<file path="src/rtl/eth_sw_out_arb.sv">
// ---------------------------------------------------------------------------
// eth_sw_out_arb_fifo
//   Word FIFO for one ingress port of the egress arbiter. Each entry is
//   {sop, eop, data}. Besides the head word it exposes the sop flag of the
//   word behind the head. The arbiter uses that flag to re-arbitrate in the
//   same cycle that it pops an eop, without waiting for the FIFO to advance.
//
//   Ports:
//     clk, reset   clock, synchronous active-high reset
//     push, wdata  write request and word; a push while full is dropped
//     pop          remove the head word (ignored while empty)
//     head         current head word
//     empty        no words stored
//     has_second   at least two words stored
//     second_sop   sop flag of the word behind the head (valid with has_second)
//     stall        registered: occupancy after this edge >= DEPTH-STALL_MARGIN
//     ovfl         sticky: a word was dropped because the FIFO was full
// ---------------------------------------------------------------------------
module eth_sw_out_arb_fifo #(
  parameter int WORD_W       = 34,
  parameter int DEPTH        = 16,
  parameter int STALL_MARGIN = 4
) (
  input  logic              clk,
  input  logic              reset,
  input  logic              push,
  input  logic [WORD_W-1:0] wdata,
  input  logic              pop,
  output logic [WORD_W-1:0] head,
  output logic              empty,
  output logic              has_second,
  output logic              second_sop,
  output logic              stall,
  output logic              ovfl
);

  localparam int ADDR_W = $clog2(DEPTH);
  localparam int CNT_W  = ADDR_W + 1;
  localparam logic [CNT_W-1:0] FULL_CNT  = CNT_W'(DEPTH);
  localparam logic [CNT_W-1:0] STALL_CNT = CNT_W'(DEPTH - STALL_MARGIN);

  logic [WORD_W-1:0] mem [DEPTH];
  logic [ADDR_W-1:0] rd_ptr;
  logic [ADDR_W-1:0] wr_ptr;
  logic [CNT_W-1:0]  count;
  logic [CNT_W-1:0]  count_nxt;
  logic              full;
  logic              wr_en;
  logic              rd_en;
  logic [WORD_W-1:0] second;

  // Full is judged on the occupancy before this edge, so a full FIFO that
  // pops in the same cycle still drops the incoming word.
  assign full       = (count == FULL_CNT);
  assign empty      = (count == '0);
  assign has_second = (count > CNT_W'(1));
  assign wr_en      = push & ~full;
  assign rd_en      = pop & ~empty;

  assign head       = mem[rd_ptr];
  // Pointer arithmetic wraps naturally because DEPTH is a power of two.
  assign second     = mem[rd_ptr + ADDR_W'(1)];
  assign second_sop = second[WORD_W-1];

  // NOTE: every variable gets a default at the top of the always_comb, so
  // no path through the case statement can leave it unassigned (no latch).
  always_comb begin
    count_nxt = count;
    case ({wr_en, rd_en})
      2'b10:   count_nxt = count + CNT_W'(1);
      2'b01:   count_nxt = count - CNT_W'(1);
      default: count_nxt = count;
    endcase
  end

  // NOTE: sequential state uses non-blocking assignments only, so every
  // always_ff block samples the values from before the edge.
  always_ff @(posedge clk) begin
    if (reset) begin
      rd_ptr <= '0;
      wr_ptr <= '0;
      count  <= '0;
      stall  <= 1'b0;
      ovfl   <= 1'b0;
    end else begin
      if (rd_en) rd_ptr <= rd_ptr + ADDR_W'(1);
      if (wr_en) wr_ptr <= wr_ptr + ADDR_W'(1);
      count <= count_nxt;
      stall <= (count_nxt >= STALL_CNT);
      if (push && full) ovfl <= 1'b1;
    end
  end

  // NOTE: the storage array has no reset. Emptiness is tracked only by the
  // pointers and the count, so stale contents are never observed.
  always_ff @(posedge clk) begin
    if (wr_en) mem[wr_ptr] <= wdata;
  end

endmodule

// ---------------------------------------------------------------------------
// eth_sw_out_arb
//   Packet-granular round-robin arbiter. It merges two ingress streams (A, B)
//   onto one egress port. Whole packets (sop..eop) are never interleaved.
//   Fragments whose head word lacks sop are purged while the arbiter is idle.
//
//   Ports:
//     clk, reset                              clock, sync active-high reset
//     inDataX/inSopX/inEopX/inValidX          ingress word for port X (A/B)
//     portXStall                              advisory backpressure to source X
//     ovflX                                   sticky overflow flag for port X
//     outData/outSop/outEop/outValid          registered egress word
//     outStall                                egress backpressure (next pop)
//     grantA / grantB                         arbiter is sending A / B
// ---------------------------------------------------------------------------
module eth_sw_out_arb #(
  parameter int DATA_WIDTH   = 32,
  parameter int FIFO_DEPTH   = 16,
  parameter int STALL_MARGIN = 4
) (
  input  logic                  clk,
  input  logic                  reset,
  input  logic [DATA_WIDTH-1:0] inDataA,
  input  logic                  inSopA,
  input  logic                  inEopA,
  input  logic                  inValidA,
  output logic                  portAStall,
  output logic                  ovflA,
  input  logic [DATA_WIDTH-1:0] inDataB,
  input  logic                  inSopB,
  input  logic                  inEopB,
  input  logic                  inValidB,
  output logic                  portBStall,
  output logic                  ovflB,
  output logic [DATA_WIDTH-1:0] outData,
  output logic                  outSop,
  output logic                  outEop,
  output logic                  outValid,
  input  logic                  outStall,
  output logic                  grantA,
  output logic                  grantB
);

  localparam int WORD_W  = DATA_WIDTH + 2;
  localparam int SOP_BIT = DATA_WIDTH + 1;
  localparam int EOP_BIT = DATA_WIDTH;

  localparam logic [1:0] ST_IDLE   = 2'd0;
  localparam logic [1:0] ST_SEND_A = 2'd1;
  localparam logic [1:0] ST_SEND_B = 2'd2;

  logic [1:0]        state;
  logic [1:0]        state_nxt;
  // 1 = B was granted most recently, so A wins the next tie.
  logic              last_grant_b;
  logic              last_grant_b_nxt;

  logic [WORD_W-1:0] head_a;
  logic [WORD_W-1:0] head_b;
  logic              empty_a;
  logic              empty_b;
  logic              has_second_a;
  logic              has_second_b;
  logic              second_sop_a;
  logic              second_sop_b;
  logic              elig_a;
  logic              elig_b;
  logic              elig_a_after;
  logic              elig_b_after;
  logic              purge_a;
  logic              purge_b;
  logic              fwd_a;
  logic              fwd_b;
  logic              pop_a;
  logic              pop_b;

  eth_sw_out_arb_fifo #(
    .WORD_W       (WORD_W),
    .DEPTH        (FIFO_DEPTH),
    .STALL_MARGIN (STALL_MARGIN)
  ) u_fifo_a (
    .clk        (clk),
    .reset      (reset),
    .push       (inValidA),
    .wdata      ({inSopA, inEopA, inDataA}),
    .pop        (pop_a),
    .head       (head_a),
    .empty      (empty_a),
    .has_second (has_second_a),
    .second_sop (second_sop_a),
    .stall      (portAStall),
    .ovfl       (ovflA)
  );

  eth_sw_out_arb_fifo #(
    .WORD_W       (WORD_W),
    .DEPTH        (FIFO_DEPTH),
    .STALL_MARGIN (STALL_MARGIN)
  ) u_fifo_b (
    .clk        (clk),
    .reset      (reset),
    .push       (inValidB),
    .wdata      ({inSopB, inEopB, inDataB}),
    .pop        (pop_b),
    .head       (head_b),
    .empty      (empty_b),
    .has_second (has_second_b),
    .second_sop (second_sop_b),
    .stall      (portBStall),
    .ovfl       (ovflB)
  );

  // A port may start a packet only when its head word carries sop.
  assign elig_a = ~empty_a & head_a[SOP_BIT];
  assign elig_b = ~empty_b & head_b[SOP_BIT];

  // Eligibility of a port once its head (an eop) has been popped: it depends
  // on the word behind the head, not on anything pushed at this edge.
  assign elig_a_after = has_second_a & second_sop_a;
  assign elig_b_after = has_second_b & second_sop_b;

  always_comb begin
    state_nxt        = state;
    last_grant_b_nxt = last_grant_b;
    purge_a          = 1'b0;
    purge_b          = 1'b0;
    fwd_a            = 1'b0;
    fwd_b            = 1'b0;

    case (state)
      ST_IDLE: begin
        // Orphan fragments are drained one word per cycle per port.
        purge_a = ~empty_a & ~head_a[SOP_BIT];
        purge_b = ~empty_b & ~head_b[SOP_BIT];
        if (elig_a && elig_b) begin
          state_nxt = last_grant_b ? ST_SEND_A : ST_SEND_B;
        end else if (elig_a) begin
          state_nxt = ST_SEND_A;
        end else if (elig_b) begin
          state_nxt = ST_SEND_B;
        end
      end

      ST_SEND_A: begin
        // The grant is held through an empty FIFO: a starved packet stalls
        // the output rather than letting the other port interleave.
        fwd_a = ~empty_a & ~outStall;
        if (fwd_a && head_a[EOP_BIT]) begin
          last_grant_b_nxt = 1'b0;
          if (elig_b) begin
            state_nxt = ST_SEND_B;
          end else if (elig_a_after) begin
            state_nxt = ST_SEND_A;
          end else begin
            state_nxt = ST_IDLE;
          end
        end
      end

      ST_SEND_B: begin
        fwd_b = ~empty_b & ~outStall;
        if (fwd_b && head_b[EOP_BIT]) begin
          last_grant_b_nxt = 1'b1;
          if (elig_a) begin
            state_nxt = ST_SEND_A;
          end else if (elig_b_after) begin
            state_nxt = ST_SEND_B;
          end else begin
            state_nxt = ST_IDLE;
          end
        end
      end

      default: state_nxt = ST_IDLE;
    endcase
  end

  assign pop_a = purge_a | fwd_a;
  assign pop_b = purge_b | fwd_b;

  always_ff @(posedge clk) begin
    if (reset) begin
      state        <= ST_IDLE;
      last_grant_b <= 1'b1;
    end else begin
      state        <= state_nxt;
      last_grant_b <= last_grant_b_nxt;
    end
  end

  // The egress register loads only on a forwarding pop. Otherwise it keeps
  // the last word and drops outValid, so downstream sees no glitching data.
  always_ff @(posedge clk) begin
    if (reset) begin
      outData  <= '0;
      outSop   <= 1'b0;
      outEop   <= 1'b0;
      outValid <= 1'b0;
    end else begin
      outValid <= fwd_a | fwd_b;
      if (fwd_a) begin
        outData <= head_a[DATA_WIDTH-1:0];
        outSop  <= head_a[SOP_BIT];
        outEop  <= head_a[EOP_BIT];
      end else if (fwd_b) begin
        outData <= head_b[DATA_WIDTH-1:0];
        outSop  <= head_b[SOP_BIT];
        outEop  <= head_b[EOP_BIT];
      end
    end
  end

  assign grantA = (state == ST_SEND_A);
  assign grantB = (state == ST_SEND_B);

endmodule

</file>
<file path="config.mk">
export PLATFORM = sky130hd
export DESIGN_NAME = eth_sw_out_arb
export DESIGN_NICKNAME = d
export VERILOG_FILES = /design/src/rtl/eth_sw_out_arb.sv
export SDC_FILE = /design/constraint.sdc
export NUM_CORES = 1
export LEC_CHECK = 0
export CORE_MARGIN = 1
export CORE_UTILIZATION = 50
export CTS_CLUSTER_DIAMETER = 60
export DETAILED_ROUTE_END_ITERATION = 6
export HOLD_SLACK_MARGIN = 0.06
export PLACE_DENSITY = 0.67
export SLEW_MARGIN = 40
export SYNTH_ARGS = -nofsm -noshare
export SYNTH_HDL_FRONTEND = slang
export SYNTH_HIERARCHICAL = 1
export SYNTH_SLANG_ARGS = --single-unit
</file>
<file path="constraint.sdc">
create_clock -name clk -period 6.53 [get_ports clk]
set_input_delay 0.653 -clock clk [delete_from_list [all_inputs] [get_ports clk]]
set_output_delay 0.653 -clock clk [all_outputs]
set_load 0.01 [all_outputs]
</file>
After elaboration in Yosys (flattened, before gate mapping)
Memories as Yosys holds them, arrays and structs flattened. A register that Yosys moved wholly into a read port is not among the register bits.
Index checks and enable logic that the tools add are counted.
{"block": "word_totals", "in_bits": 73, "regBits": 68, "ramBits": 1088, "out_inout_bits": 41, "mem_count": 2}
{"block": "classes", "reduce_logical": 12, "muxes": 34, "n_lt_le_gt_ge": 4, "eq_ne": 11, "addsub": 8, "bitwise_logic": 22}
{"name": "u_fifo_a.mem", "depth": 16, "width": 34, "read_ports": 2, "rd_ports_with_merged_regs": 1, "wr": 1, "line": "42", "text": "logic [WORD_W-1:0] mem [DEPTH];"}
{"name": "u_fifo_b.mem", "depth": 16, "width": 34, "read_ports": 2, "rd_ports_with_merged_regs": 1, "wr": 1, "line": "42"}
{"cell": "32-bit 2-to-1 mux", "n": 2}
{"cell": "5-bit one-hot mux with 2 select lines", "n": 2}
{"cell": "2-bit 2-to-1 mux", "n": 9}
{"cell": "4-bit by 1-bit adder with 4-bit output (second input constant)", "n": 4}
{"cell": "4-bit 2-to-1 mux", "n": 4}
{"cell": "1-bit 2-to-1 mux", "n": 15}
{"cell": "1-bit bitwise AND", "n": 12}
{"cell": "5-bit by 1-bit adder with 5-bit output (second input constant)", "n": 2}
{"cell": "5-bit equality test (second input constant)", "n": 2}
{"cell": "5-bit by 4-bit greater-or-equal comparator with 1-bit output (second input constant)", "n": 2}
{"cell": "5-bit by 1-bit greater-than comparator with 1-bit output (second input constant)", "n": 2}
{"cell": "5-bit logical NOT", "n": 2}
{"cell": "5-bit by 1-bit subtractor with 5-bit output (second input constant)", "n": 2}
{"cell": "1-bit NOT", "n": 7}
{"cell": "2-bit by 1-bit equality test with 1-bit output (second input constant)", "n": 3}
{"cell": "2-bit equality test (second input constant)", "n": 3}
{"cell": "2-bit one-hot mux with 3 select lines", "n": 1}
{"cell": "3-bit AND reduction", "n": 2}
{"cell": "1-bit logical AND", "n": 5}
{"cell": "2-bit by 1-bit != test with 1-bit output (second input constant)", "n": 2}
{"cell": "4-bit != test (second input constant)", "n": 1}
{"cell": "2-bit nonzero test", "n": 2}
{"cell": "1-bit bitwise OR", "n": 3}
{"cell": "2-bit logical NOT", "n": 1}
{"cell": "1-bit one-hot mux with 2 select lines", "n": 1}

Depth between registers and ports, before layout
Gate-level depths: netlist of the first run.
{"block": "depth", "depth_word": 9, "mapped_depth": 16}

By module
The synthesis of the first run kept the hierarchy.
{"module": "eth_sw_out_arb_fifo at u_fifo_a", "area_per_inst_um2": 21605.7, "n_inst": 1, "seq_area_each_um2": 16716.0, "cells_each": 894}
{"module": "eth_sw_out_arb_fifo at u_fifo_b", "area_per_inst_um2": 21602.0, "n_inst": 1, "seq_area_each_um2": 16716.0, "cells_each": 894}
{"module": "eth_sw_out_arb", "area_per_inst_um2": 1919.3, "n_inst": 1, "seq_area_each_um2": 760.7, "cells_each": 194}

Worst setup path before layout of the first run
Ideal clock, no wire load.
{"block": "synth_path", "path_kind": "register -> register", "from": "reg u_fifo_a.count[0]", "to": "mem u_fifo_a.mem[3][0] (enable)", "path_stages_with_launch": 6, "setup_ns": 0.510, "arrival_time_ns": 4.236, "slack_ns": 1.784, "required_ns": 6.020, "period_less_slack_ns": 4.746, "path_cell_list": "dfxtp_1 > inv_1 > ha_1 > nand3_1 > nand2_1 > nor4_1"}
{"block": "synth_via", "elab_chain_cells": 5}
{"item": "from (decl)", "line": "45", "text": "logic [CNT_W-1:0] count;"}
{"item": "from (signal assigned)", "line": "88", "text": "count <= count_nxt;"}
{"item": "5-bit equality test", "line": "54", "text": "assign full = (count == FULL_CNT);"}
{"item": "1-bit NOT", "line": "57", "text": "assign wr_en = push & ~full;"}
{"item": "1-bit bitwise AND", "line": "57"}
{"item": "1-bit 2-to-1 mux", "line": "97", "text": "if (wr_en) mem[wr_ptr] <= wdata;"}
{"item": "1-bit 2-to-1 mux (not written as such)", "line": "97"}
{"item": "to (decl)", "line": "42"}
No other way between the ends.

==> results of run 1 <==
-- cell type report --
class	instances	area share [%]
antenna	3	0.0145
clock buffer	157	6.30
clock inverter	61	1.48
inverter	28	0.203
multi-input combinational	682	19.9
sequential	1164	66.1
tap	1165	2.82
timing repair buffer	162	3.14
-- logic make-up (layout without fill, tap and decap cells) --
logic type               after synthesis  after routing  share of synthesized area [%]
flip-flops                          1164           1164                           75.8
multiplexers                         388            388                           18.3
AND/OR/NAND/NOR                      166            166                           1.77
buffers and inverters                136            408                           1.72
AO/OA/AOI/OAI                         90             90                           1.47
adder cells (fa/ha/maj)               24             24                          0.665
XOR/XNOR                              14             14                          0.272
other                                  0              3                              0
-- placed cells by master, fill, tap and decap left out, types with 5 or more instances in the layout --
master and n:
a211oi_2 6, clkbuf_16 118, clkinv_2 16, xnor2_1 6
a211oi_1 34, dfxtp_1 68, clkdlybuf4s50_1 112, nor2_1 74
ha_1 24, a21oi_1 16, mux4_2 350, nand3_1 10
inv_1 26, nor2b_1 6, o21ai_0 9, mux2i_1 34
and2_2 16, buf_6 7, edfxtp_1 1088, clkbuf_8 16
xor2_1 8, clkinvlp_4 8, bufinv_16 17, clkbuf_1 23
nor4_2 8, buf_12 5, nand2_1 19, buf_4 36
clkinv_1 18, nor2_4 8
-- metal layers --
layer / share of wire (%) / vias to the layer above / wire length [um]
li1: - / 8722 / -
met1: 40 / 11344 / 39500
met2: 51 / 680 / 50600
met3: 6.6 / 132 / 6530
met4: 1.6 / 12 / 1540
met5: 0.080 / - / 79
-- worst register-to-register path: cells and delay by family (launching register included) --
kind	cells	cell delay, ns
fa+ha+maj	1	0.41
flops	1	0.71
simple gates	1	0.09
mux	3	1.39
compound gates	5	1.20
-- path summary, 6_finish.rpt --
path | cells after the start | slack, ns | end | from
worst max-delay path | 10 | 2.60 | u_fifo_b/stall | flip-flop
worst min-delay path | 2 | 0.47 | u_fifo_a/ovfl | u_fifo_a/ovfl
worst max register to register | 10 | 2.60 | u_fifo_b/stall | flip-flop
worst min register to register | 2 | 0.47 | u_fifo_a/ovfl | u_fifo_a/ovfl
-- state kept, by name, indices dropped and copies added (netlist names), 2 cells and up, named ones only --
register	flops
u_fifo_a/rd_ptr	4
u_fifo_b/count	5
outData	32
u_fifo_b/wr_ptr	4
state	2
u_fifo_a/wr_ptr	4
u_fifo_a/count	5
u_fifo_b/rd_ptr	4
u_fifo_b/mem	544
u_fifo_a/mem	544
-- power by group --
part	total (mW)	switching (mW)	internal (mW)	leakage, nW
sequential	8.38	0.0933	8.28	10.4
combinational	1.14	0.571	0.567	3.28
clock	6.88	2.72	4.16	1.95
total	16.4	3.38	13.0	15.7
-- per-stage QoR --
| step | area [um^2] | utilization, % | hold slack [ns] | total power [mW] | setup slack [ns] |
|---|---|---|---|---|---|
| after floorplan | 45100 | - | 0.445 | 9.29 | 1.78 |
| after global placement | 47500 | 53.5 | 0.458 | 9.63 | 2.11 |
| after detailed placement | 47700 | 53.6 | 0.468 | 9.68 | 2.61 |
| after CTS | 51700 | 58.2 | 0.460 | 16.5 | 2.58 |
| after global routing | 51700 | 58.2 | 0.489 | 16.9 | 2.35 |
| final | 51700 | 58.2 | 0.473 | 16.4 | 2.60 |
==> qor.csv, run 1 <==
metric;value;unit
outcome;finished clean;
final setup TNS;0;ns
Multi-input gate area;10300;um^2
number of synthesized flops with an enable pin;1088;
sequential area share after synthesis;75.8;%
post-synth top area cell;edfxtp_1;
final hold violation count;0;
Crit path buffers/inverters;0;
Post-Syn Area;45100;um^2
worst-path fanout max;34;
Area contributors post-synth;edfxtp_1 72%, mux4_2 17%, dfxtp_1 3.4%;
Setup Buffers After CTS;0;
hpwl dp;51.9;mm
synthesized area per cell;22.8;um^2
Post-Layout Cell Count;3422;
M2 GR Usage;37.5;%
Synth Flop Type;edfxtp_1;
Crit Path Class;reg -> reg;
clock-pin slew of the registers on the worst-case setup and hold paths;0.06;ns
Slew @ Worst Pin;0.787;ns
Critical Path Start Type;flip-flop;
Top delay family on crit path;multiplexers;
crit path DAT;4.45;ns
Placement Rows;109;
Syn Nets;2079;
max-cap violations;0;
Cell variety after synth;48;
top-area cell type share of the netlist area;72.4;%
Vias;20890;
GPL Wtd Cong;0.808;
first-pass GRT wire length;145;mm
die width;302;um
nets@finish;2250;
Top Usage Layer GRT;met2;
clk_lat worst skew;0.67;ns
Die H;302;um
Sequential Area;34200;um^2
vias in the first global route;21702;
Inserted Clock Buffers;115;
fraction of layout cells with a size suffix above 1;28.0;%
cells along the critical path;mux4_2 > mux4_2 > a21oi_1 > a21boi_1 > ha_1 > nor2_1 > mux2_2 > a221oi_1 > a211o_1 > a21oi_1;
fmax;254;MHz
Synth-to-Final Area Change;14.6;%
fill count;6282;
most frequent cell after synthesis;edfxtp_1;
grt met1 use;29.7;%
Post-Route WL;98.2;mm
Final Critical Period;3.93;ns
1st-pass router iterations;5;
DR iter-0 viols;1713;
Vias per Instance;6.10;
clock root buffer;clkbuf_16;
remaining antenna violation count after routing;0;
Max stage delay on crit path;0.71;ns
Hold Path Class;reg -> reg;
post-placement cell count;3201;
area of the core;88900;um^2
worst relative slew slack;47.5;%
num ports;114;
DRC;0;
Final Setup Violations;0;
Sink Count;1164;
period utilization;60.2;%
Routed WL per cell;28.7;um
Worst EP required;7.05;ns
Hold-fix buffers, CTS;0;
htree depth;3;
Crit-path slowest cell;dfxtp_4;
Post-synth top cells;1088 x edfxtp_1, 350 x mux4_2, 82 x nor2_1, 76 x dfxtp_1, 49 x buf_2;
RSZ-0062 raised after global routing;false;
die area;91500;um^2
CTS tree;done;
initial antenna violation count;8;
# port buffers;113;
Worst setup EP type;flip-flop;
Pleak;15.7;nW
met3 usage;3.88;%
pin count of the biggest net entering global routing;72;
post-synthesis cell count;1982;
Fin Clk Skew;0.0269;ns
Initial Util;50.7;%
Yosys reg bits;1164;
Total GRT Usage;21.9;%
Worst VDD drop;0.000231;V
Bufs on Longest Clock Path;3;
Yosys warnings;6;
Power Dens Cells;317;nW/um^2
async set or reset register ratio after synthesis;0;%
Slew Viols, Final;0;
total gr overflow;0;
cts repair resizes;0;
No activity file was read; power rests on OpenSTA's default activity.
==> inputs of run 2 (changes only) <==
--- a/config.mk
+++ b/config.mk
@@ -10,7 +10,7 @@
 export CTS_CLUSTER_DIAMETER = 60
 export DETAILED_ROUTE_END_ITERATION = 6
 export HOLD_SLACK_MARGIN = 0.06
-export PLACE_DENSITY = 0.67
+export PLACE_DENSITY = 0.69
 export SLEW_MARGIN = 40
 export SYNTH_ARGS = -nofsm -noshare
 export SYNTH_HDL_FRONTEND = slang
==> constraint.sdc (replaced) <==
create_clock -name clk -period 3.6 [get_ports clk]
set_input_delay 0.36 -clock clk [delete_from_list [all_inputs] [get_ports clk]]
set_output_delay 0.36 -clock clk [all_outputs]
set_load 0.01 [all_outputs]
==> qor.csv, run 2 (same netlist as run 1, synthesis figures left out) <==
metric;value;unit;change
outcome;finished clean;;unchanged
worst-case hold path end point;u_fifo_b/wr_ptr[3];;was u_fifo_a/ovfl
worst relative slew slack;34.8;%;was 47.5%
die width;302;um;unchanged
Final Setup Violations;0;;unchanged
Initial Util;50.7;%;unchanged
cells along the critical path;mux4_2 > mux4_2 > nand2b_1 > nand2_1 > a21oi_1 > a21boi_1 > ha_2 > nor2_1 > mux2_2 > a221oi_1 > a211o_1 > a21oi_1;;was mux4_2 > mux4_2 > a21oi_1 > a21boi_1 > ha_1 > nor2_1 > mux2_2 > a221oi_1 > a211o_1 > a21oi_1
Hold-fix buffers, CTS;0;;unchanged
final hold violation count;0;;unchanged
fraction of layout cells with a size suffix above 1;28.9;%;was 28.0%
num ports;114;;unchanged
dpl ws;0.162;ns;was 2.61 ns
DRC;0;;unchanged
Synth-to-Final Area Change;15.3;%;was 14.6%
remaining antenna violation count after routing;0;;unchanged
Post-Layout Cell Count;3457;;was 3422
fmax;293;MHz;was 254 MHz
Post-Route WL;98.8;mm;was 98.2 mm
Final Critical Period;3.41;ns;was 3.93 ns
# port buffers;113;;unchanged
Fin Clk Skew;0.0240;ns;was 0.0269 ns
Worst EP required;4.12;ns;was 7.05 ns
Worst setup EP type;flip-flop;;unchanged
Worst VDD drop;0.000426;V;was 0.000231 V
Bufs on Longest Clock Path;3;;unchanged
Hold Path Origin;reset;;was u_fifo_a/ovfl
Vias;20951;;was 20890
Worst R2R Setup Slack;0.19;ns;was 2.60 ns
1st-pass router iterations;5;;unchanged
area of the core;88900;um^2;unchanged
Inserted Clock Buffers;115;;unchanged
commonest cells after routing, fill and taps aside;1088 x edfxtp_1, 350 x mux4_2, 118 x clkbuf_16;;unchanged
Critical Path Start Type;flip-flop;;unchanged
Max stage delay on crit path;0.53;ns;was 0.71 ns
Hold Path Class;in -> reg;;was reg -> reg
setup slack after layout;0.192;ns;was 2.60 ns
post-placement cell count;3231;;was 3201
vias in the first global route;21950;;was 21702
biggest regs;u_fifo_a/mem x544, u_fifo_b/mem x544, outData x32;;unchanged
commonest non-fill, non-tap cell in the layout;edfxtp_1;;unchanged
Slew Viols, Final;0;;unchanged
initial antenna violation count;12;;was 8
r2r endpoint;u_fifo_a/stall;;was u_fifo_b/stall
max-cap violations;0;;unchanged
first-pass GRT wire length;145;mm;about the same
Crit Path Class;reg -> reg;;unchanged
Placement Rows;109;;unchanged
period utilization;94.7;%;was 60.2%
die area;91500;um^2;unchanged
Pleak;15.8;nW;was 15.7 nW
clk_lat worst skew;0.69;ns;was 0.67 ns
total gr overflow;0;;unchanged
clock root buffer;clkbuf_16;;unchanged
clock-pin slew of the registers on the worst-case setup and hold paths;0.06;ns;about the same
Die H;302;um;unchanged
htree depth;3;;unchanged
r2r worst-path depth;12;;was 10
GPL Wtd Cong;0.787;;was 0.808
Power Dens Cells;561;nW/um^2;was 317 nW/um^2
crit path DAT;3.93;ns;was 4.45 ns
nets@finish;2281;;was 2250
Total GRT Usage;22.2;%;was 21.9%
Routed WL per cell;28.6;um;was 28.7 um
worst-path fanout max;11;;was 34
Sink Count;1164;;unchanged
pin count of the biggest net entering global routing;133;;was 72
Hold Path Stages;2;;unchanged
DR iter-0 viols;2054;;was 1713
Vias per Instance;6.06;;was 6.10
CTS tree;done;;unchanged
RSZ-0062 raised after global routing;false;;unchanged
Slew @ Worst Pin;0.978;ns;was 0.787 ns
Crit-path slowest cell;mux4_2;;was dfxtp_4
hpwl dp;54.9;mm;was 51.9 mm
-- run 2: where the power goes --
group | switching [mW] | internal (mW)
combinational | 1.08 | 1.05
clock | 4.95 | 6.95
sequential | 0.137 | 15.0
-- run 2: worst max-delay path by stage --
stage	end	slack [ns]	cells after the start
after global routing	u_fifo_a/stall	0.009	12
after CTS	u_fifo_a/stall	0.13	12
after detailed placement	u_fifo_a/stall	0.16	12
after floorplan	u_fifo_a/mem[3][0]	-1.15	5
final	u_fifo_a/stall	0.19	12
after global placement	u_fifo_a/stall	0.19	12
-- run 2: layout make-up --
| type | count | area [um^2] |
|---|---|---|
| timing repair buffer | 193 | 2140 |
| inverter | 28 | 105 |
| clock inverter | 58 | 524 |
| tap | 1165 | 1460 |
| multi-input combinational | 682 | 10300 |
| fill | 6238 | 36900 |
| antenna | 5 | 12.5 |
| sequential | 1164 | 34200 |
| clock buffer | 162 | 3300 |
-- run 2: timing repair --
| item | 4_1_cts | 5_1_grt |
|---|---|---|
| resized for setup | 0 | 2 |
| endpoints found under the hold margin | 0 | 0 |
| setup buffers | 0 | 0 |
| setup endpoints to repair | 0 | 2 |
-- run 2: worst max-delay path: cells and delay by family, from the launching register on --
kind                       cells  cell delay, ns
adders and majority gates      1            0.31
muxes                          3            1.32
and+or+nand+nor                3            0.24
AOI/OAI and AO/OA              5            0.97
DFF                            1            0.41
-- run 2: through the flow --
step | utilization [%] | total power, mW | TNS [ns] | hold WS, ns | area [um^2]
CTS | 58.5 | 29.4 | 0 | 0.207 | 52000
detailed placement | 54.2 | 17.6 | 0 | 0.472 | 48200
finish | 58.5 | 29.2 | 0 | 0.239 | 52000
global route | 58.5 | 30.1 | 0 | 0.251 | 52000
floorplan | - | 16.8 | -311.81 | 0.445 | 45100
global placement | 54.1 | 17.5 | 0 | 0.459 | 48100
-- run 2: metal layers --
| metal | global-route usage [%] | vias up | part of all wire (%) |
|---|---|---|---|
| met3 | 4.40 | 160 | 7.2 |
| met4 | 6.33 | 12 | 2.6 |
| li1 | - | 8794 | - |
| met1 | 29.4 | 11225 | 39 |
| met2 | 37.6 | 760 | 51 |
| met5 | 0 | - | 0.080 |
==> inputs of run 3 (changes only) <==
--- a/config.mk
+++ b/config.mk
@@ -11,7 +11,7 @@
 export DETAILED_ROUTE_END_ITERATION = 6
 export HOLD_SLACK_MARGIN = 0.06
 export PLACE_DENSITY = 0.69
-export SLEW_MARGIN = 40
+export SLEW_MARGIN = 20
 export SYNTH_ARGS = -nofsm -noshare
 export SYNTH_HDL_FRONTEND = slang
 export SYNTH_HIERARCHICAL = 1
==> qor.csv, run 3 (same netlist as run 1, synthesis figures left out) <==
metric;value;unit;change
fill count;6247;;was 6238
Final Critical Period;3.44;ns;was 3.41 ns
max-cap violations;0;;unchanged
Post-Layout Cell Count;3451;;was 3457
Psw;6.17;mW;about the same
Synth-to-Final Area Change;15.3;%;about the same
Slew @ Worst Pin;1.04;ns;was 0.978 ns
remaining antenna violation count after routing;0;;unchanged
DR iter-0 viols;1981;;was 2054
Total GRT Usage;22.1;%;was 22.2%
crit path DAT;3.95;ns;was 3.93 ns
num ports;114;;unchanged
Post-Route WL;98.4;mm;was 98.8 mm
worst relative slew slack;30.5;%;was 34.8%
Vias;20983;;was 20951
final setup TNS;0;ns;unchanged
die width;302;um;unchanged
GPL Wtd Cong;0.787;;unchanged
Sink Count;1164;;unchanged
biggest regs;u_fifo_a/mem x544, u_fifo_b/mem x544, outData x32;;unchanged
Inserted Clock Buffers;117;;was 115
1st-pass router iterations;5;;unchanged
fmax;290;MHz;was 293 MHz
fraction of layout cells with a size suffix above 1;29.1;%;was 28.9%
commonest non-fill, non-tap cell in the layout;edfxtp_1;;unchanged
area of the core;88900;um^2;unchanged
die area;91500;um^2;unchanged
CTS tree;done;;unchanged
Seq pwr share;51.7;%;was 51.9%
Die H;302;um;unchanged
hpwl dp;54.8;mm;was 54.9 mm
Comb power frac;7.2;%;was 7.3%
DRC;0;;unchanged
Sequential Area;34200;um^2;unchanged
# port buffers;113;;unchanged
internal power;23.2;mW;was 23.0 mW
Worst VDD drop;0.000445;V;was 0.000426 V
Fin Clk Skew;0.0316;ns;was 0.0240 ns
final hold violation count;0;;unchanged
Clk pwr share;41.1;%;was 40.8%
clock root buffer;clkbuf_16;;unchanged
Placement Rows;109;;unchanged
clock-pin slew of the registers on the worst-case setup and hold paths;0.06;ns;about the same
Power Dens Cells;564;nW/um^2;was 561 nW/um^2
vias in the first global route;21863;;was 21950
Crit Path Class;reg -> reg;;unchanged
nets@finish;2281;;unchanged
RSZ-0062 raised after global routing;false;;unchanged
outcome;finished clean;;unchanged
htree depth;3;;unchanged
Final Setup Violations;0;;unchanged
sw frac;21.0;%;was 21.1%
Worst EP required;4.11;ns;was 4.12 ns
Critical Path Start Type;flip-flop;;unchanged
Vias per Instance;6.08;;was 6.06
Slew Viols, Final;0;;unchanged
Hold Path Class;in -> reg;;unchanged
clk_lat worst skew;0.68;ns;was 0.69 ns
Routed WL per cell;28.5;um;was 28.6 um
Multi-input gate area;10300;um^2;about the same
Initial Util;50.7;%;unchanged
worst-path fanout max;11;;unchanged
Pleak;15.8;nW;about the same
commonest cells after routing, fill and taps aside;1088 x edfxtp_1, 350 x mux4_2, 121 x clkbuf_16;;was 1088 x edfxtp_1, 350 x mux4_2, 118 x clkbuf_16
Bufs on Longest Clock Path;3;;unchanged
post-placement cell count;3230;;was 3231
first-pass GRT wire length;145;mm;about the same
initial antenna violation count;13;;was 12
pin count of the biggest net entering global routing;133;;unchanged
Worst setup EP type;flip-flop;;unchanged
total gr overflow;0;;unchanged
period utilization;95.7;%;was 94.7%
==> run 3: changes by cell type in the layout (fill, tap and decap cells not counted), sizes merged <==
cell    before  now
buf         81   79
bufinv       8    9
clkbuf     162  160
clkinv      42   43
diode        5    3
inv         34   32
==> run 3: metal layers <==
layer / GRT usage (%) / routed length [um] / up-vias
met5: 0 / 113 / -
met4: 6.38 / 2510 / 16
met2: 37.4 / 50300 / 793
met3: 4.24 / 7360 / 169
met1: 29.5 / 38100 / 11213
li1: - / - / 8792
==> run 3: worst max-delay path, stage by stage (launching register included) <==
cell,delay [ns]
dfxtp_4,0.41
mux4_2,0.52
mux4_2,0.52
nand2b_1,0.11
nand2_1,0.06
a21oi_1,0.12
a21boi_1,0.28
ha_1,0.36
nor2_1,0.08
mux2_2,0.27
a221oi_1,0.35
a211o_1,0.15
a21oi_1,0.07
==> run 3: cell type report <==
type / count / area share (%)
timing repair buffer: 191 / 3.99
multi-input combinational: 682 / 19.8
sequential: 1164 / 65.8
tap: 1165 / 2.80
clock inverter: 58 / 1.06
inverter: 28 / 0.202
antenna: 3 / 0.0144
clock buffer: 160 / 6.38
==> run 3: timing repair <==
item | 4_1_cts | 5_1_grt
setup buffers | 0 | 0
hold buffers | 0 | 0
endpoints found under the setup margin | 0 | 1
gates resized for setup | 0 | 1
==> run 3: path summary, 6_finish.rpt <==
path                      from                  to  slack (ns)  cells after the start
setup / recovery     flip-flop      u_fifo_a/stall        0.16                     12
hold / removal           reset  u_fifo_b/rd_ptr[0]        0.23                      2
setup reg to reg     flip-flop      u_fifo_a/stall        0.16                     12
hold reg to reg   last_grant_b        last_grant_b        0.48                      2
==> run 3: power by group through the flow <==
stage          logic (mW)  registers (mW)  clock network, mW
5_1_grt              2.28            15.2               12.7
3_5_place_dp         2.13            15.4                  0
2_1_floorplan        1.45            15.4                  0
4_1_cts              2.14            15.2               12.2
6_report             2.11            15.2               12.1
3_3_place_gp         2.08            15.4                  0
==> run 3: through the flow <==
stage	setup WS (ns)	util, %	cell area [um^2]	hold WS (ns)	power [mW]
2_1_floorplan	-1.15	-	45100	0.445	16.8
3_3_place_gp	0.194	54.1	48100	0.459	17.5
3_5_place_dp	0.174	54.1	48100	0.473	17.6
4_1_cts	0.139	58.5	52000	0.219	29.5
5_1_grt	0.00129	58.5	52000	0.252	30.2
6_report	0.156	58.5	52000	0.233	29.3
